File: src/rtl/vga_pkg.sv
// vga_pkg: default 640x480 raster geometry, derived sync windows and a window-compare helper
package vga_pkg;
   localparam int CLK_DIV = 4;
   localparam int H_ACTIVE = 640;
   localparam int H_FP = 16;
   localparam int H_SYNC = 96;
   localparam int H_BP = 48;
   localparam int V_ACTIVE = 480;
   localparam int V_FP = 10;
   localparam int V_SYNC = 2;
   localparam int V_BP = 33;
   localparam int H_TOTAL = H_ACTIVE + H_FP + H_SYNC + H_BP;
   localparam int V_TOTAL = V_ACTIVE + V_FP + V_SYNC + V_BP;
   localparam int H_SYNC_START = H_ACTIVE + H_FP;
   localparam int H_SYNC_END = H_SYNC_START + H_SYNC - 1;
   localparam int V_SYNC_START = V_ACTIVE + V_FP;
   localparam int V_SYNC_END = V_SYNC_START + V_SYNC - 1;
   function automatic logic in_window(logic [9:0] x, int lo, int hi);
      return x >= 10'(lo) && x <= 10'(hi);
   endfunction
endpackage

File: src/rtl/vga_timing_gen_if.sv
// vga_timing_gen_if: raster timing bundle from the timing generator to sprite/molecule consumers
interface vga_timing_gen_if;
   logic pixel_tick;
   logic [9:0] h_cnt;
   logic [9:0] v_cnt;
   logic hsync;
   logic vsync;
   logic video_on;
   logic frame;
   modport master (output pixel_tick, h_cnt, v_cnt, hsync, vsync, video_on, frame);
   modport slave (input pixel_tick, h_cnt, v_cnt, hsync, vsync, video_on, frame);
endinterface

File: src/rtl/pixel_tick_gen.sv
// pixel_tick_gen: divides clk by CLK_DIV into a one-clock pixel enable
module pixel_tick_gen #(
   parameter int CLK_DIV = 4
) (
   input logic clk,
   input logic reset,
   output logic tick
);
   localparam int W = CLK_DIV > 1 ? $clog2(CLK_DIV) : 1;
   logic [W-1:0] div;
   assign tick = div == W'(CLK_DIV - 1);
   always_ff @(posedge clk or posedge reset)
      if (reset) div <= '0;
      else div <= tick ? '0 : div + W'(1);
endmodule

File: src/rtl/vga_timing_gen.sv
// vga_timing_gen: pixel-rate raster counters, sync/video decode and a frame pulse at vblank entry.
// Defining VGA_SYNC_DELAY_EN registers hsync/vsync/video_on one pixel behind the counts.
module vga_timing_gen #(
   parameter int CLK_DIV = vga_pkg::CLK_DIV,
   parameter int H_ACTIVE = vga_pkg::H_ACTIVE,
   parameter int H_FP = vga_pkg::H_FP,
   parameter int H_SYNC = vga_pkg::H_SYNC,
   parameter int H_BP = vga_pkg::H_BP,
   parameter int V_ACTIVE = vga_pkg::V_ACTIVE,
   parameter int V_FP = vga_pkg::V_FP,
   parameter int V_SYNC = vga_pkg::V_SYNC,
   parameter int V_BP = vga_pkg::V_BP
) (
   input logic clk,
   input logic reset,
   vga_timing_gen_if.master vga
);
   import vga_pkg::*;
   localparam logic [9:0] H_LAST = 10'(H_ACTIVE + H_FP + H_SYNC + H_BP - 1);
   localparam logic [9:0] V_LAST = 10'(V_ACTIVE + V_FP + V_SYNC + V_BP - 1);
   localparam logic [9:0] V_PRE_BLANK = 10'(V_ACTIVE - 1);
   logic tick;
   logic [9:0] h;
   logic [9:0] v;
   logic fr;
   logic hs_d, vs_d, von_d;
   logic hs, vs, von;
   pixel_tick_gen #(.CLK_DIV(CLK_DIV)) u_div (
      .clk(clk),
      .reset(reset),
      .tick(tick)
   );
   always_ff @(posedge clk or posedge reset)
      if (reset) begin
         h <= '0;
         v <= '0;
         fr <= 1'b0;
      end else begin
         fr <= tick && h == H_LAST && v == V_PRE_BLANK;
         if (tick) begin
            h <= h == H_LAST ? '0 : h + 10'd1;
            if (h == H_LAST) v <= v == V_LAST ? '0 : v + 10'd1;
         end
      end
   assign hs_d = !in_window(h, H_ACTIVE + H_FP, H_ACTIVE + H_FP + H_SYNC - 1);
   assign vs_d = !in_window(v, V_ACTIVE + V_FP, V_ACTIVE + V_FP + V_SYNC - 1);
   assign von_d = h < 10'(H_ACTIVE) && v < 10'(V_ACTIVE);
`ifdef VGA_SYNC_DELAY_EN
   // Lags the counts by one pixel to line up with a registered RGB stage
   always_ff @(posedge clk or posedge reset)
      if (reset) {hs, vs, von} <= 3'b110;
      else if (tick) {hs, vs, von} <= {hs_d, vs_d, von_d};
`else
   assign {hs, vs, von} = {hs_d, vs_d, von_d};
`endif
   assign vga.pixel_tick = tick;
   assign vga.h_cnt = h;
   assign vga.v_cnt = v;
   assign vga.hsync = hs;
   assign vga.vsync = vs;
   assign vga.video_on = von;
   assign vga.frame = fr;
endmodule
File: src/flat_wrapper.sv
// flat-port wrapper written by rule: the top's interface ports become plain ports
module vga_timing_gen_flat import vga_pkg::*;
#(
   parameter int CLK_DIV = vga_pkg::CLK_DIV,
   parameter int H_ACTIVE = vga_pkg::H_ACTIVE,
   parameter int H_FP = vga_pkg::H_FP,
   parameter int H_SYNC = vga_pkg::H_SYNC,
   parameter int H_BP = vga_pkg::H_BP,
   parameter int V_ACTIVE = vga_pkg::V_ACTIVE,
   parameter int V_FP = vga_pkg::V_FP,
   parameter int V_SYNC = vga_pkg::V_SYNC,
   parameter int V_BP = vga_pkg::V_BP
)
  (clk, reset, vga_pixel_tick, vga_h_cnt, vga_v_cnt, vga_hsync, vga_vsync, vga_video_on, vga_frame);
  vga_timing_gen_if vga_i ();
  input logic clk;
  input logic reset;
  output wire logic [$bits(vga_i.pixel_tick)-1:0] vga_pixel_tick;
  output wire logic [$bits(vga_i.h_cnt)-1:0] vga_h_cnt;
  output wire logic [$bits(vga_i.v_cnt)-1:0] vga_v_cnt;
  output wire logic [$bits(vga_i.hsync)-1:0] vga_hsync;
  output wire logic [$bits(vga_i.vsync)-1:0] vga_vsync;
  output wire logic [$bits(vga_i.video_on)-1:0] vga_video_on;
  output wire logic [$bits(vga_i.frame)-1:0] vga_frame;
  assign vga_pixel_tick = vga_i.pixel_tick;
  assign vga_h_cnt = vga_i.h_cnt;
  assign vga_v_cnt = vga_i.v_cnt;
  assign vga_hsync = vga_i.hsync;
  assign vga_vsync = vga_i.vsync;
  assign vga_video_on = vga_i.video_on;
  assign vga_frame = vga_i.frame;
  vga_timing_gen #(.CLK_DIV(CLK_DIV), .H_ACTIVE(H_ACTIVE), .H_FP(H_FP), .H_SYNC(H_SYNC), .H_BP(H_BP), .V_ACTIVE(V_ACTIVE), .V_FP(V_FP), .V_SYNC(V_SYNC), .V_BP(V_BP)) u_core (.clk(clk), .reset(reset), .vga(vga_i));
endmodule
File: config.mk
export PLATFORM = sky130hd
export DESIGN_NAME = vga_timing_gen_flat
export DESIGN_NICKNAME = d
export VERILOG_FILES = /design/src/rtl/vga_pkg.sv /design/src/rtl/vga_timing_gen_if.sv /design/src/rtl/pixel_tick_gen.sv /design/src/rtl/vga_timing_gen.sv /design/src/flat_wrapper.sv
export SDC_FILE = /design/constraint.sdc
export NUM_CORES = 1
export LEC_CHECK = 0
export CORE_ASPECT_RATIO = 1.5
export CORE_UTILIZATION = 52
export CTS_BUF_LIST = sky130_fd_sc_hd__clkbuf_4 sky130_fd_sc_hd__clkbuf_8
export CTS_CLUSTER_DIAMETER = 100
export DETAILED_ROUTE_END_ITERATION = 8
export PLACE_DENSITY_LB_ADDON = 0.08
export SKIP_LAST_GASP = 1
export SYNTH_ARGS = -nofsm -noshare
export SYNTH_HDL_FRONTEND = slang
export SYNTH_SLANG_ARGS = --single-unit
File: constraint.sdc
create_clock -name clk -period 2.25 [get_ports clk]
set_input_delay 0.45 -clock clk [delete_from_list [all_inputs] [get_ports clk]]
set_output_delay 0.45 -clock clk [all_outputs]
set_load 0.05 [all_outputs]
# Yosys cells after proc, flatten, opt, wreduce, memory -nomap -nowiden
# Index checks and enable logic that the tools add are counted.
# word_totals
ff_bits	23
inputBits	2
output_inout_bits	25
elab_cells	28
# classes
addsub	3
n_lt_le_gt_ge	6
eq_ne	4
mux	3
reduce_logical	8
# ops
op	count
10-bit by 1-bit adder with 10-bit output (second input constant)	2
10-bit == test (second input constant)	2
10-bit two-way mux	2
10-bit by 9-bit == test with 1-bit output (second input constant)	1
10-bit greater-or-equal comparator (second input constant)	1
10-bit by 9-bit greater-or-equal comparator with 1-bit output (second input constant)	1
10-bit <= comparator (second input constant)	1
10-bit by 9-bit <= comparator with 1-bit output (second input constant)	1
10-bit less-than comparator (second input constant)	1
10-bit by 9-bit less-than comparator with 1-bit output (second input constant)	1
1-bit logical AND	5
2-bit by 1-bit adder with 2-bit output (second input constant)	1
2-bit == test (second input constant)	1
1-bit logical NOT	2
2-bit two-way mux	1
2-bit AND reduction	1

# Logic depth before layout (Yosys ltp)
# logic_depth
depth_word	3
ltp_mapped	6
mapped_depth_nobuf	6

# Cells and area by module
# Synthesis repeated with hierarchy kept, for this count alone.
# unflattened
hier_cells	126
area_unflattened_um2	1263.7
# modules_own_cells
mod	n_inst	cells_each	area_per_inst_um2	seq_area_each_um2
vga_timing_gen	1	121	1193.6	525.5
pixel_tick_gen	1	5	70.1	50.0

# Least setup slack after synthesis
# Ideal clock, no wire load.
# synth_path
path_type	flip-flop to output port
from	reg u_core.v[7], in the netlist u_core.vga.v_cnt[7]
to	out vga_video_on
arrival_ps	2014
required_time_ps	1800
slack_ps	-214
path_stages_with_launch	3
path_buffers	0
cell_sequence	dfrtp_1 -> and4_1 -> nor3_1
# synth_between
elab_chain_cells	2
# synth_lines
item	line_no	rtl
start: declaration	vga_timing_gen.sv:24	logic [9:0] v;
start signal: assignment	vga_timing_gen.sv:42	if (h == H_LAST) v <= v == V_LAST ? '0 : v + 10'd1;
10-bit by 9-bit less-than comparator with 1-bit output	vga_timing_gen.sv:47	assign von_d = h < 10'(H_ACTIVE) && v < 10'(V_ACTIVE);
1-bit logical AND	vga_timing_gen.sv:47	
end: declaration	flat_wrapper.sv:23	output wire logic [$bits(vga_i.video_on)-1:0] vga_video_on;
# Every way passes these cells.

# Worst setup path after layout
# layout_path
from	reg u_core.h[8], in the netlist u_core.vga.h_cnt[8]
to	out vga_h_cnt[8]
# layout_rtl
item	line_no	rtl
start: declaration	vga_timing_gen.sv:23	logic [9:0] h;
start signal: assignment	vga_timing_gen.sv:41	h <= h == H_LAST ? '0 : h + 10'd1;
end: declaration	flat_wrapper.sv:19	output wire logic [$bits(vga_i.h_cnt)-1:0] vga_h_cnt;
# No word-level cell between the ends.

==> run summary <==
CTS max path bufs: 2
Hold path cells: 1
H-Tree Depth: 1
Crit-path cells: clkdlybuf4s50_1
Post-CTS Resized: 0
Filler instances: 180
Hold-fix buffers, CTS: 0
RSZ-0062 raised after global routing: false
Post-Route WL: 2570 um
Worst rel slew slack: 0.663
VDD IR max: 0.319 mV
Final Cycle Share: 0.959
Total setup buffers inserted after CTS: 0
R2r worst-path depth: 5
Die Area: 0.00264 mm^2
Cell Pwr Density: 389 mW/mm^2
Layout area overhead: 24.9%
Nets@finish: 156
Number of port buffers: 26
Final Worst Setup Slack: 0.0925 ns
Crit Path Category: reg -> out
Startpoint types: register
Post-synth top area cell: dfrtp_1
Initial Util: 0.561
Top-area cell type share of the netlist area: 0.454
Minimum clock period: 2.16 ns
Synth top area cells: dfrtp_1 (45%), xnor2_1 (6.2%), ha_1 (4.9%)
Critical R2R Launch: u_core.u_div.div[0]
Setup-failing EPs final: 0
Via density: 5.85
Vias in the first global route: 952
Clock Skew: 0.0112 ns
Ys Warns: 0
Mapped Nets: 124
HPWL Detailed: 1920 um
Overall routing resource usage: 0.214
Antenna violations before repair: 0
Final Hold Fails: 0
Yosys cell types: 38
Drt wl/cell: 15.0 um
F_max: 463 MHz
Drt pass-1 iters: 4
Post-place setup slack: 0.384 ns
First-pass GRT wire length: 4380 um
WP buf/inv: 1
Post-synthesis sequential area ratio: 0.454
Mean post-synth cell area: 10.8 um^2
CP required: 1.80 ns
Core Rows: 21
Final slew viol count: 0
DRT antenna net count: 0
Mapped Area: 0.00127 mm^2
Clock transition at path regs: 0.13 ns
Setup tns final: 0 ns
Area of the core: 0.00226 mm^2
Post-Syn Instances: 117
DRC: 0
FF+latch count, synth: 23
I/O pins: 27
Status: finished, final reports clean
# clock sinks: 23
Layout cell share with drive strength beyond 1: 0.149
Worst Min Path Start: u_core.u_div.div[0]
Nature of the critical path endpoint: primary output
Slowest cell on crit path: clkdlybuf4s50_1
Critical Path AT: 1.71 ns
CP delay by family, top: buffers and inverters
Ant diodes: 0
TritonCTS clock tree: built
CTS Buf Count: 3
MaxCap Viol Count: 0
FF-to-FF setup slack: 0.39 ns
Worst-margin pin slew: 0.503 ns
CTS root buffer: clkbuf_4
Crit path max fanout: 7
Reg-to-Reg End: u_core.vga.v_cnt[8]
Hold/Removal Path Class: reg -> reg
Worst-Skew Late Latency: 0.32 ns
Largest net degree at the start of global routing: 24
GR Overflow Total: 0
Total power: 616 uW
Critical path's largest stage delay: 0.86 ns
Chip Height: 62.5 um
First DRT Iteration DRCs: 16
Die width: 42.3 um
Worst hold endpoint: u_core.u_div.div[0]
Via count: 1001
Leakage: 0.680 nW
RePlAce Congestion: 0.771
## worst max path at each step
stage                              startpoint  slack (ns)                  end  cells after the start
after floorplan           u_core.u_div.div[0]        0.16  u_core.vga.v_cnt[4]                      6
after global placement    u_core.u_div.div[0]        0.43  u_core.vga.v_cnt[4]                      5
after detailed placement  u_core.u_div.div[0]        0.38  u_core.vga.v_cnt[8]                      5
after CTS                 u_core.vga.h_cnt[8]        0.09         vga_h_cnt[8]                      1
after global routing      u_core.vga.h_cnt[8]        0.04         vga_h_cnt[8]                      1
final                     u_core.vga.h_cnt[8]        0.09         vga_h_cnt[8]                      1
## layout by cell type (no fill, tap or decap), types with 2 or more instances in the layout
cell type / n
nand3_1: 4
nand4b_1: 2
ha_1: 5
xnor2_1: 9
o21ai_0: 5
nand4_1: 6
clkdlybuf4s50_1: 22
xor2_1: 2
a31oi_1: 2
and4_1: 4
nor2_1: 11
buf_4: 7
dfrtp_1: 23
clkbuf_4: 3
nand2_1: 10
o31ai_1: 3
a21oi_1: 2
inv_1: 6
## report_power, final
group	switching, mW	internal (mW)
sequential	0	0.413
combinational	0.00798	0.00279
clock	0.125	0.0666
total	0.133	0.483
## metrics by stage
stage | instance area, um^2 | utilization | hold WS [ns] | std cells
6_report | 1580 | 0.700 | 0.435 | 171
5_1_grt | 1580 | 0.700 | 0.474 | 171
4_1_cts | 1580 | 0.700 | 0.436 | 171
3_5_place_dp | 1560 | 0.688 | 0.419 | 167
3_3_place_gp | 1560 | 0.688 | 0.412 | 167
2_1_floorplan | 1270 | - | 0.403 | 117
## per-layer routing
layer / up-vias / global-route usage / routed length, um
li1: 481 / - / -
met1: 483 / 0.253 / 1030
met2: 31 / 0.371 / 1370
met3: 6 / 0.0260 / 114
met4: 0 / 0.105 / 55
met5: - / 0 / 0
## sequential cells by signal (all words and copies together), names as in the netlist
signal,flops
u_core.u_div.div,2
u_core.vga.v_cnt,10
u_core.vga.h_cnt,10
u_core.vga.frame,1
## synth_stat cells
cell       number
nor4b_1         1
or4_4           1
o21ai_0         5
a21oi_1         2
nand2b_2        1
nor3_1          1
xor2_1          2
o22ai_1         1
mux2i_1         1
a31oi_1         2
buf_6           1
nor4_4          1
nand2_1        10
and3_1          1
nand4bb_2       1
xnor2_1         9
nand3_1         4
or3_1           1
ha_1            5
nand4_1         6
nand2_2         1
a2bb2oi_1       1
inv_1           6
a21o_1          1
o211a_1         1
nand3b_4        1
nor4b_4         1
dfrtp_1        23
o31ai_1         3
nand3_4         1
nand4b_1        2
nand3_2         1
or3b_1          1
nor2_1         11
nor4_2          1
buf_4           1
o21a_1          1
and4_1          4
## area by class of cell
| type | count | area, um^2 | share of cell area |
|---|---|---|---|
| timing repair buffer | 29 | 273 | 0.172 |
| clock buffer | 3 | 22.5 | 0.0142 |
| inverter | 6 | 22.5 | 0.0142 |
| tap | 23 | 28.8 | 0.0182 |
| clock inverter | 1 | 5.00 | 0.00316 |
| sequential | 23 | 576 | 0.364 |
| multi-input combinational | 86 | 656 | 0.414 |
## worst reg2reg max path, stage by stage (launching register included)
cell and delay (ns):
dfrtp_1 0.37, ha_1 0.37, nand3_4 0.16, or4_4 0.57
o21ai_0 0.20, o31ai_1 0.10
## cell families (layout without fill, tap and decap cells)
kind of cell / count (synthesis) / count (layout) / synth area share
adder cells (fa/ha/maj): 5 / 5 / 0.0494
AO/OA/AOI/OAI: 17 / 17 / 0.0869
buffers and inverters: 8 / 39 / 0.0326
AND/OR/NAND/NOR: 52 / 52 / 0.293
XOR/XNOR: 11 / 11 / 0.0760
flip-flops: 23 / 23 / 0.454
multiplexers: 1 / 1 / 0.00790
No activity file was read; power rests on OpenSTA's default activity.
